**src/rtl/jtag_dbg_pkg.sv**
```systemverilog
// Shared types for the JTAG debug sequencer: opcodes, FSM states and the
// registered output bundle decoded from each state.
package jtag_dbg_pkg;

    localparam int unsigned OP_W = 3;

    localparam logic [OP_W-1:0] OP_NOP        = 3'd0;
    localparam logic [OP_W-1:0] OP_HALT       = 3'd1;
    localparam logic [OP_W-1:0] OP_RESUME     = 3'd2;
    localparam logic [OP_W-1:0] OP_STEP       = 3'd3;
    localparam logic [OP_W-1:0] OP_SCAN       = 3'd4;
    localparam logic [OP_W-1:0] OP_CORE_RESET = 3'd5;

    typedef enum logic [OP_W-1:0] {
        OpNop       = OP_NOP,
        OpHalt      = OP_HALT,
        OpResume    = OP_RESUME,
        OpStep      = OP_STEP,
        OpScan      = OP_SCAN,
        OpCoreReset = OP_CORE_RESET
    } dbg_op_e;

    typedef enum logic [2:0] {
        StRstHold,
        StRun,
        StHalted,
        StStep,
        StCapture,
        StShift,
        StUpdate
    } dbg_state_e;

    typedef struct packed {
        logic core_en;
        logic core_reset;
        logic cmd_ready;
        logic halted;
        logic scan_capture;
        logic scan_en;
        logic scan_update;
    } dbg_out_t;

    // Every non-sticky output is a pure function of the state being entered.
    function automatic dbg_out_t state_outputs(input dbg_state_e s);
        dbg_out_t o;
        o              = '0;
        o.core_en      = (s == StRun) || (s == StStep);
        o.core_reset   = (s == StRstHold);
        o.cmd_ready    = (s == StRun) || (s == StHalted);
        o.halted       = (s == StHalted);
        o.scan_capture = (s == StCapture);
        o.scan_en      = (s == StShift);
        o.scan_update  = (s == StUpdate);
        return o;
    endfunction

endpackage

```
**src/rtl/jtag_debug_ctrl_if.sv**
```systemverilog
// Command handshake between the TCK-domain synchronizer and the sequencer.
interface jtag_debug_ctrl_if #(
    parameter int unsigned CNT_W = 16
);
    import jtag_dbg_pkg::*;

    logic              cmd_valid;
    logic              cmd_ready;
    logic [OP_W-1:0]   cmd_op;
    logic [CNT_W-1:0]  cmd_arg;

    modport master (
        output cmd_valid,
        output cmd_op,
        output cmd_arg,
        input  cmd_ready
    );

    modport slave (
        input  cmd_valid,
        input  cmd_op,
        input  cmd_arg,
        output cmd_ready
    );

endinterface

```
**src/rtl/dbg_down_counter.sv**
```systemverilog
// Loadable saturating down-counter shared by reset hold, STEP and SHIFT.
module dbg_down_counter #(
    parameter int unsigned      CNT_W   = 16,
    parameter logic [CNT_W-1:0] RST_VAL = '0
) (
    input  logic             i_clk,
    input  logic             i_rst,
    input  logic             i_load,
    input  logic [CNT_W-1:0] i_value,
    input  logic             i_en,
    output logic             o_zero
);

    logic [CNT_W-1:0] r_cnt;

    always_ff @(posedge i_clk) begin
        if (i_rst) begin
            r_cnt <= RST_VAL;
        end else if (i_load) begin
            r_cnt <= i_value;
        end else if (i_en && (r_cnt != '0)) begin
            r_cnt <= r_cnt - CNT_W'(1);
        end
    end

    assign o_zero = (r_cnt == '0);

endmodule

```
**src/rtl/jtag_debug_ctrl.sv**
```systemverilog
// System-clock sequencer driving core clock-enable, core reset and scan strobes
// from synchronized JTAG debug commands.
module jtag_debug_ctrl
    import jtag_dbg_pkg::*;
#(
    parameter int unsigned CNT_W             = 16,
    parameter int unsigned RESET_CYCLES      = 4,
    parameter bit          AUTO_HALT_ON_DONE = 1'b1
) (
    input  logic                i_sysclk,
    input  logic                i_sys_reset,
    jtag_debug_ctrl_if.slave    cmd_if,
    input  logic                i_core_done,
    output logic                o_core_en,
    output logic                o_core_reset,
    output logic                o_scan_capture,
    output logic                o_scan_en,
    output logic                o_scan_update,
    output logic                o_halted,
    output logic                o_done_seen,
    output logic                o_cmd_err
);

    localparam logic [CNT_W-1:0] RstCnt = CNT_W'(RESET_CYCLES - 1);

    dbg_state_e       r_state;
    dbg_out_t         r_out;
    logic             r_done_seen;
    logic             r_cmd_err;
    logic             r_scan_empty;

    logic             w_accept;
    logic             w_auto_halt;
    logic             w_arg_zero;
    logic             w_flag_err;
    logic             w_cnt_load;
    logic [CNT_W-1:0] w_cnt_value;
    logic             w_cnt_en;
    logic             w_cnt_zero;

    assign w_accept    = cmd_if.cmd_valid && r_out.cmd_ready;
    assign w_auto_halt = AUTO_HALT_ON_DONE && (r_state == StRun) && i_core_done;
    assign w_arg_zero  = (cmd_if.cmd_arg == '0);
    assign w_flag_err  = (cmd_if.cmd_op >= 3'd6) ||
                         ((r_state == StRun) &&
                          ((cmd_if.cmd_op == OP_STEP) || (cmd_if.cmd_op == OP_SCAN)));
    assign w_cnt_en    = (r_state == StRstHold) || (r_state == StStep) || (r_state == StShift);

    // Counter is loaded on the accepting edge so cmd_arg need not stay stable afterwards.
    always_comb begin
        w_cnt_load  = 1'b0;
        w_cnt_value = cmd_if.cmd_arg - CNT_W'(1);
        if (w_accept && !w_auto_halt) begin
            if (cmd_if.cmd_op == OP_CORE_RESET) begin
                w_cnt_load  = 1'b1;
                w_cnt_value = RstCnt;
            end else if (((cmd_if.cmd_op == OP_STEP) || (cmd_if.cmd_op == OP_SCAN)) &&
                         (r_state == StHalted) && !w_arg_zero) begin
                w_cnt_load = 1'b1;
            end
        end
    end

    dbg_down_counter #(
        .CNT_W   (CNT_W),
        .RST_VAL (RstCnt)
    ) u_cnt (
        .i_clk   (i_sysclk),
        .i_rst   (i_sys_reset),
        .i_load  (w_cnt_load),
        .i_value (w_cnt_value),
        .i_en    (w_cnt_en),
        .o_zero  (w_cnt_zero)
    );

    always_ff @(posedge i_sysclk) begin
        if (i_sys_reset) begin
            r_state      <= StRstHold;
            r_out        <= state_outputs(StRstHold);
            r_done_seen  <= 1'b0;
            r_cmd_err    <= 1'b0;
            r_scan_empty <= 1'b0;
        end else begin
            case (r_state)
                StRstHold: begin
                    if (w_cnt_zero) begin
                        r_state <= StRun;
                        r_out   <= state_outputs(StRun);
                    end
                end
                StRun, StHalted: begin
                    if (w_auto_halt) begin
                        r_state <= StHalted;
                        r_out   <= state_outputs(StHalted);
                    end else if (w_accept) begin
                        case (cmd_if.cmd_op)
                            OP_HALT: begin
                                r_state <= StHalted;
                                r_out   <= state_outputs(StHalted);
                            end
                            OP_RESUME: begin
                                r_state <= StRun;
                                r_out   <= state_outputs(StRun);
                            end
                            OP_STEP: begin
                                if ((r_state == StHalted) && !w_arg_zero) begin
                                    r_state <= StStep;
                                    r_out   <= state_outputs(StStep);
                                end
                            end
                            OP_SCAN: begin
                                if (r_state == StHalted) begin
                                    r_state      <= StCapture;
                                    r_out        <= state_outputs(StCapture);
                                    r_scan_empty <= w_arg_zero;
                                end
                            end
                            OP_CORE_RESET: begin
                                r_state     <= StRstHold;
                                r_out       <= state_outputs(StRstHold);
                                r_done_seen <= 1'b0;
                                r_cmd_err   <= 1'b0;
                            end
                            default: ;
                        endcase
                    end
                    // Illegal commands are flagged even when auto-halt discards them.
                    if (w_accept && w_flag_err) begin
                        r_cmd_err <= 1'b1;
                    end
                end
                StStep: begin
                    if (w_cnt_zero || i_core_done) begin
                        r_state <= StHalted;
                        r_out   <= state_outputs(StHalted);
                    end
                end
                StCapture: begin
                    if (r_scan_empty) begin
                        r_state <= StUpdate;
                        r_out   <= state_outputs(StUpdate);
                    end else begin
                        r_state <= StShift;
                        r_out   <= state_outputs(StShift);
                    end
                end
                StShift: begin
                    if (w_cnt_zero) begin
                        r_state <= StUpdate;
                        r_out   <= state_outputs(StUpdate);
                    end
                end
                StUpdate: begin
                    r_state <= StHalted;
                    r_out   <= state_outputs(StHalted);
                end
                default: begin
                    r_state <= StRstHold;
                    r_out   <= state_outputs(StRstHold);
                end
            endcase
            if (i_core_done) begin
                r_done_seen <= 1'b1;
            end
        end
    end

    assign cmd_if.cmd_ready = r_out.cmd_ready;
    assign o_core_en        = r_out.core_en;
    assign o_core_reset     = r_out.core_reset;
    assign o_scan_capture   = r_out.scan_capture;
    assign o_scan_en        = r_out.scan_en;
    assign o_scan_update    = r_out.scan_update;
    assign o_halted         = r_out.halted;
    assign o_done_seen      = r_done_seen;
    assign o_cmd_err        = r_cmd_err;

endmodule

```
**src/flat_wrapper.sv**
```systemverilog
// flat-port wrapper written by rule: the top's interface ports become plain ports
module jtag_debug_ctrl_flat import jtag_dbg_pkg::*;
#(
    parameter int unsigned CNT_W             = 16,
    parameter int unsigned RESET_CYCLES      = 4,
    parameter bit          AUTO_HALT_ON_DONE = 1'b1
)
  (i_sysclk, i_sys_reset, i_core_done, o_core_en, o_core_reset, o_scan_capture, o_scan_en, o_scan_update, o_halted, o_done_seen, o_cmd_err, cmd_if_cmd_valid, cmd_if_cmd_op, cmd_if_cmd_arg, cmd_if_cmd_ready);
  jtag_debug_ctrl_if #(.CNT_W(CNT_W)) cmd_if_i ();
  input  logic i_sysclk;
  input  logic i_sys_reset;
  input  logic i_core_done;
  output logic o_core_en;
  output logic o_core_reset;
  output logic o_scan_capture;
  output logic o_scan_en;
  output logic o_scan_update;
  output logic o_halted;
  output logic o_done_seen;
  output logic o_cmd_err;
  input wire logic [$bits(cmd_if_i.cmd_valid)-1:0] cmd_if_cmd_valid;
  input wire logic [$bits(cmd_if_i.cmd_op)-1:0] cmd_if_cmd_op;
  input wire logic [$bits(cmd_if_i.cmd_arg)-1:0] cmd_if_cmd_arg;
  output wire logic [$bits(cmd_if_i.cmd_ready)-1:0] cmd_if_cmd_ready;
  assign cmd_if_i.cmd_valid = cmd_if_cmd_valid;
  assign cmd_if_i.cmd_op = cmd_if_cmd_op;
  assign cmd_if_i.cmd_arg = cmd_if_cmd_arg;
  assign cmd_if_cmd_ready = cmd_if_i.cmd_ready;
  jtag_debug_ctrl #(.CNT_W(CNT_W), .RESET_CYCLES(RESET_CYCLES), .AUTO_HALT_ON_DONE(AUTO_HALT_ON_DONE)) u_core (.i_sysclk(i_sysclk), .i_sys_reset(i_sys_reset), .cmd_if(cmd_if_i), .i_core_done(i_core_done), .o_core_en(o_core_en), .o_core_reset(o_core_reset), .o_scan_capture(o_scan_capture), .o_scan_en(o_scan_en), .o_scan_update(o_scan_update), .o_halted(o_halted), .o_done_seen(o_done_seen), .o_cmd_err(o_cmd_err));
endmodule
```
**config.mk**
```make
export PLATFORM = sky130hd
export DESIGN_NAME = jtag_debug_ctrl_flat
export DESIGN_NICKNAME = d
export VERILOG_FILES = /design/src/rtl/jtag_dbg_pkg.sv /design/src/rtl/jtag_debug_ctrl_if.sv /design/src/rtl/dbg_down_counter.sv /design/src/rtl/jtag_debug_ctrl.sv /design/src/flat_wrapper.sv
export SDC_FILE = /design/constraint.sdc
export NUM_CORES = 1
export LEC_CHECK = 0
export BUFFER_PORTS_ARGS = -buffer_cell sky130_fd_sc_hd__clkbuf_2
export CORE_ASPECT_RATIO = 1.25
export CORE_UTILIZATION = 50
export CTS_CLUSTER_SIZE = 10
export DETAILED_ROUTE_END_ITERATION = 6
export PLACE_DENSITY = 0.71
export SLEW_MARGIN = 40
export SYNTH_ARGS = -nofsm -noshare
export SYNTH_HDL_FRONTEND = slang
export SYNTH_SLANG_ARGS = --single-unit
```
**constraint.sdc**
```tcl
create_clock -name i_sysclk -period 3 [get_ports i_sysclk]
set_input_delay 0.45 -clock i_sysclk [delete_from_list [all_inputs] [get_ports i_sysclk]]
set_output_delay 0.45 -clock i_sysclk [all_outputs]
set_load 0.02 [all_outputs]
```
[Word level (Yosys, flattened, before mapping)]
Index checks and enable logic that the tools add are counted.
Operators by class
  $add $sub $neg: 2
  multipliers: 0
  div/mod/pow operators: 0
  magnitude comparators: 1
  equal/unequal tests: 20
  shift-type cells: 0
  mux-type cells: 33
  bitwise gates (word level): 1
  reduce and logical (&&, ||, !) cells: 31
Operators by type and width (number)
  16-bit two-way mux: 4
  7-bit two-way mux: 7
  7-bit case mux with 6 select lines: 1
  7-bit case mux with 5 select lines: 1
  16-bit zero test: 2
  16-bit by 1-bit subtractor with 16-bit output, second input constant: 2
  3-bit two-way mux: 7
  3-bit case mux with 6 select lines: 1
  16-bit nonzero test: 1
  3-bit equality test, second input constant: 5
  3-bit case mux with 5 select lines: 1
  3-bit by 2-bit equality test with 1-bit output, second input constant: 4
  2-bit nonzero test: 6
  1-bit logical AND: 9
  1-bit two-way mux: 9
  4-bit by 3-bit inequality test with 1-bit output, second input constant: 2
  4-bit AND reduction: 2
  7-bit by 3-bit inequality test with 1-bit output, second input constant: 1
  7-bit AND reduction: 1
  3-bit by 1-bit equality test with 1-bit output, second input constant: 2
  2-bit inequality test, second input constant: 3
  1-bit logical OR: 5
  5-bit AND reduction: 1
  2-bit two-way mux: 2
  7 further kinds: 9
Word-level totals
  flip-flop bits (word level): 29
  bits in latches: 0
  bits in writable memories: 0
  memory bits (read-only): 0
  input bits: 23
  output and inout port bits: 9
  word-level logic and storage cells: 100
  memories: 0

[Logic depth before layout (Yosys ltp)]
Gate-level depths: netlist of run 1.
  depth after elaboration: 8
  gate-level depth with buffers: 9
  gate-level depth less buffers: 8

[By module]
A second synthesis of run 1 with hierarchy kept.
Second synthesis, totals
  cells, all modules: 290
  area total of the unflattened synthesis: 2301.0 sq um
By module, submodules not included
  jtag_debug_ctrl: times used 1, cells each 167, area an instance 1228.7 sq um, sequential area each 260.2 sq um
  dbg_down_counter: times used 1, cells each 123, area an instance 1072.3 sq um, sequential area each 320.3 sq um

[Least setup slack after synthesis of run 1]
No wires, ideal clock.
  kind: input port to flip-flop
  start point: in cmd_if_cmd_arg[3]
  end point: reg u_core.r_out (netlist bit u_core.o_core_reset)
  data arrival time: 2.115 ns
  data required time: 2.928 ns
  slack: 0.813 ns
  stages: 7
  cells stage by stage: nor4_2 -> nand3_1 -> or3_1 -> a21oi_2 -> or2_1 -> buf_2 -> mux2i_1
On the way
  cells in the longest elaborated chain, start to end: 5
Ends and longest elaborated chain
  start, declared: RTL line flat_wrapper.sv:23  | input wire logic [$bits(cmd_if_i.cmd_arg)-1:0] cmd_if_cmd_arg;
  16-bit zero test: RTL line jtag_debug_ctrl.sv:43  | assign w_arg_zero = (cmd_if.cmd_arg == '0);
  1-bit zero test: RTL line jtag_debug_ctrl.sv:106  | if ((r_state == StHalted) && !w_arg_zero) begin
  1-bit logical AND: RTL line jtag_debug_ctrl.sv:106
  4-bit by 3-bit inequality test with 1-bit output (no source line)
  7-bit AND reduction (no source line)
  end signal, assigned: RTL line jtag_debug_ctrl.sv:103  | r_out <= state_outputs(StRun);
  end signal, assigned: RTL line jtag_debug_ctrl.sv:108  | r_out <= state_outputs(StStep);
  end signal, assigned: RTL line jtag_debug_ctrl.sv:114  | r_out <= state_outputs(StCapture);
  end, declared: RTL line jtag_debug_ctrl.sv:27  | dbg_out_t r_out;
No other way between the ends.
A chain may end at the register's enable or synchronous reset.

[Worst setup path in the final report of run 1]
  start point: reg u_core.r_state[0]
  end point: reg u_core.u_cnt.r_cnt[6]
On the way
  cells in the longest elaborated chain, start to end: 7
  elaborated cells on any way between the ends: 19
Ends and longest elaborated chain
  start, declared: RTL line jtag_debug_ctrl.sv:26  | dbg_state_e r_state;
  start signal, assigned: RTL line jtag_debug_ctrl.sv:78  | r_state <= StRstHold;
  start signal, assigned: RTL line jtag_debug_ctrl.sv:87  | r_state <= StRun;
  start signal, assigned: RTL line jtag_debug_ctrl.sv:93  | r_state <= StHalted;
  3-bit by 2-bit equality test with 1-bit output: RTL line jtag_debug_ctrl.sv:58  | (r_state == StHalted) && !w_arg_zero) begin
  1-bit logical AND: RTL line jtag_debug_ctrl.sv:57  | end else if (((cmd_if.cmd_op == OP_STEP) || (cmd_if.cmd_op == OP_SCAN)) &&
  1-bit logical AND: RTL line jtag_debug_ctrl.sv:58
  1-bit two-way mux: RTL line jtag_debug_ctrl.sv:57
  1-bit two-way mux: RTL line jtag_debug_ctrl.sv:54  | if (cmd_if.cmd_op == OP_CORE_RESET) begin
  1-bit two-way mux: RTL line jtag_debug_ctrl.sv:53  | if (w_accept && !w_auto_halt) begin
  16-bit two-way mux / 2-bit nonzero test (equally long branches)
  end signal, assigned: RTL line dbg_down_counter.sv:20  | r_cnt <= i_value;
  end signal, assigned: RTL line dbg_down_counter.sv:22  | r_cnt <= r_cnt - CNT_W'(1);
  end, declared: RTL line dbg_down_counter.sv:14  | logic [CNT_W-1:0] r_cnt;
Parallel ways exist; a longest one is shown, timed or not.

==> impl_metrics.json, run 1 <==
{
  "status": "completed",
  "synth_top_cell_area_share_pct": 28.64,
  "ff2ff_setup_slack_ns": 0.57,
  "ys_seq_area_share_pct": 28.64,
  "path_class": "flop to flop",
  "critical_path.max_fanout": 14,
  "num_vias": 2045,
  "hold_viol": 0,
  "max_slew_margin_pct": 52.09,
  "antennaDiodeCount": 0,
  "period_needed_ns": 2.430,
  "fp.dieW_um": 58.95,
  "synth_warnings": 0,
  "finalWorstSetupSlack_ns": 0.5695,
  "place_area_um2": 2225,
  "skew_ns": 0.008986,
  "viasPerCell": 5.826,
  "cts.sinks": 29,
  "initial_core_util_pct": 53.11,
  "r2r-start": "u_core.r_state[0]",
  "synth_seq_cells": 29,
  "die_h_um": 73.19,
  "reg2reg_to": "u_core.u_cnt.r_cnt[6]",
  "yosysTopAreaCell": "dfxtp_1",
  "clock-root-buffer": "clkbuf_8",
  "numCtsBuffers": 5,
  "fmax_mhz": 411.4,
  "ys.flop_type": "dfxtp_1",
  "worstHoldPathType": "input port to flop",
  "drc_errors": 0,
  "wl_per_cell_um": 13.97,
  "min_to": "u_core.o_done_seen",
  "worstSetupStartpointType": "flop",
  "setup_viol": 0,
  "synthesis.instances": 265,
  "htreeDepth": 2,
  "synth.avg_cell_area_um2": 7.649,
  "post_cts_buffers": 0,
  "clk_pin_slew_ns": 0.07,
  "area_growth_pct": 16.36,
  "grt_pass1_wl_um": 8321,
  "power_mw": 1.859,
  "overflow": 0,
  "drt-initial-drc-count": 135,
  "worst_pin_slew_ns": 0.7171,
  "antenna_found_initial": 0,
  "min_from": "i_core_done",
  "final_core_util_pct": 61.80,
  "layoutNonFillerInstCount": 351,
  "synth_area_um2": 2027,
  "cts_tree": "built",
  "synth-async-reset-ratio_pct": 0,
  "cts_resized": 0,
  "rsz0062_at_grt": "false",
  "worstSetupEndpointType": "flop",
  "final_layout_size_suffix_gt1_share_pct": 17.17,
  "final_nets": 325,
  "synth_cell_type_count": 50,
  "power.leakage_nw": 0.9082,
  "synthTopCellsByArea": "dfxtp_1, xor2_1, o21ai_0",
  "io_buffers": 31,
  "cellPowerDensity_nw_per_um2": 788.4,
  "grt_usage_pct": 25.72,
  "min_path_cells": 3,
  "cap_violations": 0,
  "critical_path_required_ns": 3.17,
  "grt_max_degree": 22,
  "vdd.ir_drop.worst_v": 0.0003467,
  "tns_ns": 0,
  "hold_slack_ns": 0.4623,
  "worstPathArrival_ns": 2.60,
  "drv_slew": 0,
  "period_share_pct": 81.02,
  "fin_area_um2": 2359,
  "cts_hold_buf": 0,
  "dieArea_um2": 4314,
  "drt-total-wl_um": 4905,
  "grt_pass1_vias": 1905,
  "ctsLongestPathBuffers": 2,
  "synth_nets": 294,
  "post-place-ws_ns": 0.4191,
  "synth_edf_count": 0,
  "ioPinCount": 32,
  "dpl.hpwl_um": 3811,
  "num_rows": 25,
  "dp_cells": 343,
  "insertion_delay_ns": 0.28,
  "core_area_um2": 3816,
  "gp_congestion": 0.9108,
  "r2r_cells": 6,
  "drt-pass1-iter-count": 4,
  "antenna_left": 0
}
## worst max-delay path: stages (launching register included)
cell,delay [ns]
dfxtp_1,0.55
xor2_1,0.15
o21ai_0,0.27
and2_1,0.50
nand2_1,0.18
o311a_1,0.32
or3_1,0.34
## cells in the final DEF, fill, tap and decap left out, types with 8 or more instances in the layout
cell type  instances
nand3_1           10
clkbuf_2          31
inv_1             13
xor2_1            14
o21ai_0           21
xnor2_1            8
nor2_1            27
nand2_1           21
nor3_1             9
dfxtp_1           29
a21oi_1           16
nor4_1             9
## cell families (layout without fill, tap and decap cells)
family	Yosys count	in the layout	share of synthesized area, %
XOR/XNOR	22	22	9.506
buffers and inverters	22	54	4.383
flip-flops	29	29	28.64
AND/OR/NAND/NOR	110	110	28.83
adder cells (fa/ha/maj)	6	6	3.704
AO/OA/AOI/OAI	73	73	23.40
multiplexers	3	3	1.543
## routing by layer
layer | routed length [um] | part of all wire (%) | global-route usage (%)
met1 | 2052 | 42 | 28.32
met2 | 2414 | 49 | 45.20
met3 | 186 | 3.8 | 4.610
met4 | 251 | 5.1 | 15.34
met5 | 0 | 0 | 0
## cell type report
type	count	area (um2)
clock buffers	5	68.82
multi-input cells	214	1358
fillers	384	1458
well taps	54	67.56
clock inverters	3	65.06
flip-flops and latches	29	580.6
repair buffers	33	170.2
inverters	13	48.80
## state kept, by name, indices dropped and copies added, names as in the netlist
register and cells:
u_core.cmd_if.cmd_ready 1, u_core.o_cmd_err 1, u_core.o_core_en 1, u_core.o_core_reset 1, u_core.o_done_seen 1, u_core.o_halted 1
u_core.o_scan_capture 1, u_core.o_scan_en 1, u_core.o_scan_update 1, u_core.r_scan_empty 1, u_core.r_state 3, u_core.u_cnt.r_cnt 16
## cell usage after synthesis (3+ instances only)
library cell   n
a211oi_1       7
a21oi_1       16
clkbuf_1       6
dfxtp_1       29
ha_1           6
inv_1         13
nand2_1       21
nand2b_1       3
nand3_1       10
nand3b_1       4
nand4_1        3
nor2_1        27
nor3_1         9
nor3b_1        3
nor4_1         9
o21ai_0       21
o21ai_1        4
o22ai_1        7
or3_1          5
or4_1          4
xnor2_1        8
xor2_1        14
## how the worst max path moves through the flow
stage                               start                    end  slack [ns]  cells past startpoint
floorplan               cmd_if_cmd_arg[3]    u_core.o_core_reset        0.81                      7
global placement        cmd_if_cmd_arg[7]    u_core.o_core_reset        0.46                      7
detailed placement      cmd_if_cmd_arg[7]    u_core.o_core_reset        0.42                      7
CTS                 u_core.u_cnt.r_cnt[0]  u_core.u_cnt.r_cnt[6]        0.59                      8
global route            u_core.r_state[0]  u_core.u_cnt.r_cnt[6]        0.44                      6
finish                  u_core.r_state[0]  u_core.u_cnt.r_cnt[6]        0.57                      6
## report_power, final
| group | internal [mW] | total [mW] | switching (mW) |
|---|---|---|---|
| Sequential | 0.477 | 0.584 | 0.107 |
| Combinational | 0.297 | 0.784 | 0.487 |
| Clock | 0.330 | 0.491 | 0.162 |
(Power assumes the default switching activity.)
==> run 2, diff against run 1 <==
==> constraint.sdc (replaced) <==
create_clock -name i_sysclk -period 2.3 [get_ports i_sysclk]
set_input_delay 0.345 -clock i_sysclk [delete_from_list [all_inputs] [get_ports i_sysclk]]
set_output_delay 0.345 -clock i_sysclk [all_outputs]
set_load 0.02 [all_outputs]
==> impl_metrics.json, run 2 (synthesized netlist as in run 1, its figures left out) <==
{
  "min_from": "i_sys_reset",
  "drt-total-wl_um": 5333,
  "post_cts_buffers": 0,
  "grt_pass1_wl_um": 8963,
  "fp.dieW_um": 58.95,
  "fmax_mhz": 459.4,
  "nFillCells": 368,
  "power_mw": 2.589,
  "area_growth_pct": 23.27,
  "insertion_delay_ns": 0.30,
  "layoutNonFillerInstCount": 368,
  "worst_pin_slew_ns": 0.6531,
  "drt-pass1-iter-count": 5,
  "met3_length_um": 196,
  "drc_errors": 0,
  "final_layout_size_suffix_gt1_share_pct": 22.29,
  "hold_slack_ns": 0.2939,
  "top_layer": "met4",
  "critical_path.max_fanout": 11,
  "final_nets": 342,
  "worstSetupEndpointType": "flop",
  "rsz0062_at_grt": "false",
  "path_class": "flop to flop",
  "setup_viol": 0,
  "min_path_cells": 2,
  "ioPinCount": 32,
  "worstSetupStartpointType": "flop",
  "critical_path_required_ns": 2.48,
  "cellPowerDensity_nw_per_um2": 1036,
  "status": "completed",
  "viasPerCell": 5.658,
  "top_register": "u_core.u_cnt.r_cnt",
  "cts_hold_buf": 0,
  "reg2reg_to": "u_core.u_cnt.r_cnt[6]",
  "cts_resized": 0,
  "ctsLongestPathBuffers": 2,
  "power.leakage_nw": 0.9934,
  "final_cell_mix": "clkbuf_2, dfxtp_1, nor2_1",
  "period_share_pct": 94.64,
  "min_to": "u_core.u_cnt.r_cnt[4]",
  "clock-root-buffer": "clkbuf_8",
  "core_area_um2": 3816,
  "final_core_util_pct": 65.48,
  "htreeDepth": 2,
  "dpl.hpwl_um": 4157,
  "tns_ns": 0,
  "overflow": 0,
  "cap_violations": 0,
  "period_needed_ns": 2.177,
  "numCtsBuffers": 5,
  "dp_cells": 360,
  "antennaDiodeCount": 0,
  "largest_register_ffs": 16,
  "r2r-start": "u_core.r_state[1]",
  "gp_congestion": 0.8895,
  "antenna_left": 0,
  "clk_pin_slew_ns": 0.06,
  "layout_commonest_cell": "clkbuf_2",
  "skew_ns": 0.006538,
  "worstPathArrival_ns": 2.35,
  "io_buffers": 31,
  "r2r_cells": 6,
  "cts_tree": "built",
  "wl_per_cell_um": 14.49,
  "hold_viol": 0,
  "max_slew_margin_pct": 56.37,
  "antenna_found_initial": 0,
  "worstHoldPathType": "input port to flop",
  "grt_pass1_vias": 1982,
  "initial_core_util_pct": 53.11,
  "met1_length_um": 2119,
  "grt_max_degree": 18,
  "cts.sinks": 29,
  "die_h_um": 73.19,
  "drt-initial-drc-count": 74,
  "drv_slew": 0,
  "ff2ff_setup_slack_ns": 0.12,
  "dieArea_um2": 4314,
  "num_rows": 25,
  "met2RoutedLength_um": 2760,
  "grt_usage_pct": 28.28,
  "vdd.ir_drop.worst_v": 0.0004648,
  "num_vias": 2082,
  "reg_top3": "u_core.u_cnt.r_cnt: 16 flops, u_core.r_state: 3 flops"
}
==> run 2: critical path: stages (launching register included) <==
cell	delay [ns]
dfxtp_1	0.55
xor2_1	0.13
o21ai_0	0.24
and2_1	0.35
nand2_1	0.16
o311a_1	0.30
or3_1	0.33
==> run 2: how the worst max path moves through the flow <==
| stage | startpoint | end | slack, ns | cells after the start |
|---|---|---|---|---|
| floorplan | cmd_if_cmd_arg[3] | u_core.o_core_reset | 0.22 | 7 |
| global placement | cmd_if_cmd_arg[7] | u_core.o_core_reset | 0.10 | 7 |
| detailed placement | cmd_if_cmd_arg[7] | u_core.o_core_reset | 0.04 | 7 |
| CTS | u_core.r_state[1] | u_core.u_cnt.r_cnt[6] | 0.15 | 6 |
| global route | u_core.r_state[2] | u_core.u_cnt.r_cnt[6] | 0.03 | 6 |
| finish | u_core.r_state[1] | u_core.u_cnt.r_cnt[6] | 0.12 | 6 |
==> run 2: through the flow <==
| step | cell area [um2] | worst slack (ns) |
|---|---|---|
| after floorplan | 2027 | 0.2184 |
| after global placement | 2352 | 0.1020 |
| after detailed placement | 2352 | 0.03771 |
| after CTS | 2486 | 0.1537 |
| after global routing | 2499 | 0.02722 |
| final | 2499 | 0.1232 |
==> run 2: final cells by class <==
| type | instances | area, um2 | area share, % |
|---|---|---|---|
| clock inverter | 3 | 65.06 | 2.604 |
| timing repair buffer | 50 | 297.8 | 11.92 |
| inverter | 13 | 48.80 | 1.953 |
| sequential | 29 | 580.6 | 23.23 |
| clock buffer | 5 | 68.82 | 2.754 |
| tap | 54 | 67.56 | 2.704 |
| multi-input combinational | 214 | 1370 | 54.83 |
==> run 2: report_power, final <==
group | total, mW | internal (mW) | switching (mW)
Clock | 0.648 | 0.430 | 0.218
Combinational | 1.19 | 0.494 | 0.692
Sequential | 0.754 | 0.622 | 0.132
==> run 2: per-layer routing <==
layer	global-route usage (%)	up-vias
li1	-	1064
met1	29.73	938
met2	48.86	62
met3	6.560	18
met4	19.84	0
met5	0	-
==> run 3, diff against run 2 <==
--- a/config.mk
+++ b/config.mk
@@ -5,12 +5,14 @@
 export SDC_FILE = /design/constraint.sdc
 export NUM_CORES = 1
 export LEC_CHECK = 0
+export ABC_AREA = 1
 export BUFFER_PORTS_ARGS = -buffer_cell sky130_fd_sc_hd__clkbuf_2
 export CORE_ASPECT_RATIO = 1.25
 export CORE_UTILIZATION = 50
 export CTS_CLUSTER_SIZE = 10
 export DETAILED_ROUTE_END_ITERATION = 6
-export PLACE_DENSITY = 0.71
+export MAX_ROUTING_LAYER = met4
+export PLACE_DENSITY = 0.69
 export SLEW_MARGIN = 40
 export SYNTH_ARGS = -nofsm -noshare
 export SYNTH_HDL_FRONTEND = slang
==> impl_metrics.json, run 3 <==
{
  "cap_violations": 0,
  "ys.flop_type": "dfxtp_1",
  "dpl.hpwl_um": 5081,
  "drt-pass1-iter-count": 5,
  "worstSetupEndpointType": "flop",
  "min_from": "i_sys_reset",
  "worstPathArrival_ns": 2.09,
  "top_register": "u_core.u_cnt.r_cnt",
  "antennaDiodeCount": 0,
  "num_rows": 28,
  "grt_usage_pct": 27.09,
  "slowest_stage": "dfxtp_1",
  "grt_pass1_wl_um": 10710,
  "timing.critical_path.mode_cell": "nand2_1",
  "drv_slew": 0,
  "place_area_um2": 2696,
  "layoutNonFillerInstCount": 519,
  "hold_viol": 0,
  "dieArea_um2": 5353,
  "r2r-start": "u_core.r_state[0]",
  "overflow": 0,
  "drt-initial-drc-count": 150,
  "synth_area_um2": 2531,
  "status": "completed",
  "cellPowerDensity_nw_per_um2": 1041,
  "crit_family": "simple AND/OR/NAND/NOR gates",
  "synth_edf_count": 0,
  "yosysTopAreaCell": "dfxtp_1",
  "period_needed_ns": 1.901,
  "fin_area_um2": 2788,
  "synth_cell_type_count": 32,
  "antenna_found_initial": 0,
  "synthesis.instances": 428,
  "synth_seq_cells": 29,
  "layout_commonest_cell": "nand2_1",
  "period_share_pct": 82.67,
  "drt-total-wl_um": 6520,
  "worstPathCellList": "nand3_2 > inv_1 > nand3_1 > nand2_1 > nand3_1 > nand2_2 > nand2_1 > nand2_1 > nor2_1",
  "synth-async-reset-ratio_pct": 0,
  "post_cts_buffers": 0,
  "min_to": "u_core.r_state[0]",
  "clock-root-buffer": "clkbuf_8",
  "max_slew_margin_pct": 53.25,
  "tns_ns": 0,
  "path_class": "flop to flop",
  "clk_pin_slew_ns": 0.07,
  "rsz0062_at_grt": "false",
  "final_cell_mix": "nand2_1, nor2_1, inv_1",
  "ys_seq_area_share_pct": 22.94,
  "cts.sinks": 29,
  "finalWorstSetupSlack_ns": 0.3987,
  "gp_congestion": 0.9252,
  "viasPerCell": 5.173,
  "cts_hold_buf": 0,
  "grt_max_degree": 22,
  "area_growth_pct": 10.13,
  "ctsLongestPathBuffers": 2,
  "cts_resized": 0,
  "reg_top3": "u_core.u_cnt.r_cnt: 16 flops, u_core.r_state: 3 flops",
  "largest_register_ffs": 16,
  "final_nets": 487,
  "cts_tree": "built",
  "r2r_cells": 9,
  "skew_ns": 0.003586,
  "htreeDepth": 2,
  "worst_pin_slew_ns": 0.7004,
  "fp.dieW_um": 65.64,
  "initial_core_util_pct": 52.74,
  "antenna_left": 0,
  "setup_viol": 0,
  "critical_path.max_fanout": 11,
  "numCtsBuffers": 5,
  "synth.avg_cell_area_um2": 5.914,
  "yosys.cell_count.top_type": "nand2_1",
  "wl_per_cell_um": 12.56,
  "die_h_um": 81.55,
  "synth_warnings": 0,
  "critPathLaunch": "u_core.r_state[0]",
  "synthTopCellsByArea": "dfxtp_1, nand2_1, nor2_1",
  "synth_top_cell_area_share_pct": 22.94,
  "num_vias": 2685,
  "dp_cells": 511,
  "ioPinCount": 32,
  "final_core_util_pct": 58.08,
  "worstHoldPathType": "input port to flop",
  "post-place-ws_ns": 0.2299,
  "power.leakage_nw": 1.382,
  "io_buffers": 31,
  "ff2ff_setup_slack_ns": 0.40,
  "final_layout_size_suffix_gt1_share_pct": 15.47,
  "drc_errors": 0,
  "grt_pass1_vias": 2412,
  "min_path_cells": 2,
  "vdd.ir_drop.worst_v": 0.0008245,
  "synth_nets": 457,
  "hold_slack_ns": 0.3971,
  "critical_path_required_ns": 2.48,
  "reg2reg_to": "u_core.r_state[1]",
  "synth_common_cells": "nand2_1, nor2_1, inv_1",
  "fmax_mhz": 525.9,
  "cp_slowest_stage_delay_ns": 0.56,
  "worstSetupStartpointType": "flop",
  "power_mw": 2.901,
  "insertion_delay_ns": 0.28,
  "core_area_um2": 4800,
  "worst-path-buf-inv": 1
}
## run 3: changes by cell type in the layout (fill, tap and decap cells not counted), moves of 10 or more
cell,change
nand2_1,+97
nor2_1,+64
o21ai_1,+10
nand3_1,+23
o21ai_0,-12
inv_1,+29
buf_4,-19
## run 3: worst max path at each step
stage                             to  slack, ns  cells past startpoint
6_report           u_core.r_state[1]       0.40                      9
5_1_grt            u_core.r_state[1]       0.13                      9
4_1_cts            u_core.r_state[1]       0.39                      9
3_5_place_dp       u_core.r_state[1]       0.23                     11
3_3_place_gp       u_core.r_state[1]       0.28                     11
2_1_floorplan  u_core.u_cnt.r_cnt[6]       0.81                     10
## run 3: per-layer routing
metal | share of wire (%) | vias up | GRT usage [%] | routed length (um)
li1 | - | 1415 | - | -
met1 | 42 | 1198 | 28.78 | 2747
met2 | 51 | 56 | 48.88 | 3333
met3 | 3.3 | 16 | 4.028 | 214
met4 | 3.5 | 0 | 12.39 | 225
met5 | 0 | - | - | 0
## run 3: cell type report
class,instances,area [um2]
Sequential cell,29,580.6
Multi-Input combinational cell,342,1702
Clock inverter,3,22.52
Clock buffer,5,68.82
Tap cell,60,75.07
Timing Repair Buffer,31,155.1
Fill cell,494,2012
Inverter,49,183.9
## run 3: worst reg2reg max path: cells and delay by family (launching register included)
| kind | cells | cell delay, ns |
|---|---|---|
| buf+inv | 1 | 0.08 |
| simple gates | 8 | 1.16 |
| flops | 1 | 0.56 |
## run 3: power breakdown
part | internal [mW] | switching [mW] | total, mW
clock network | 0.212 | 0.224 | 0.436
logic | 0.585 | 1.05 | 1.64
registers | 0.658 | 0.168 | 0.826
## run 3: logic make-up after synthesis
kind of cell	synth area share, %
AO/OA/AOI/OAI	10.63
XOR/XNOR	5.190
adder cells (fa/ha/maj)	2.966
buffers and inverters	9.837
flip-flops	22.94
AND/OR/NAND/NOR	48.44
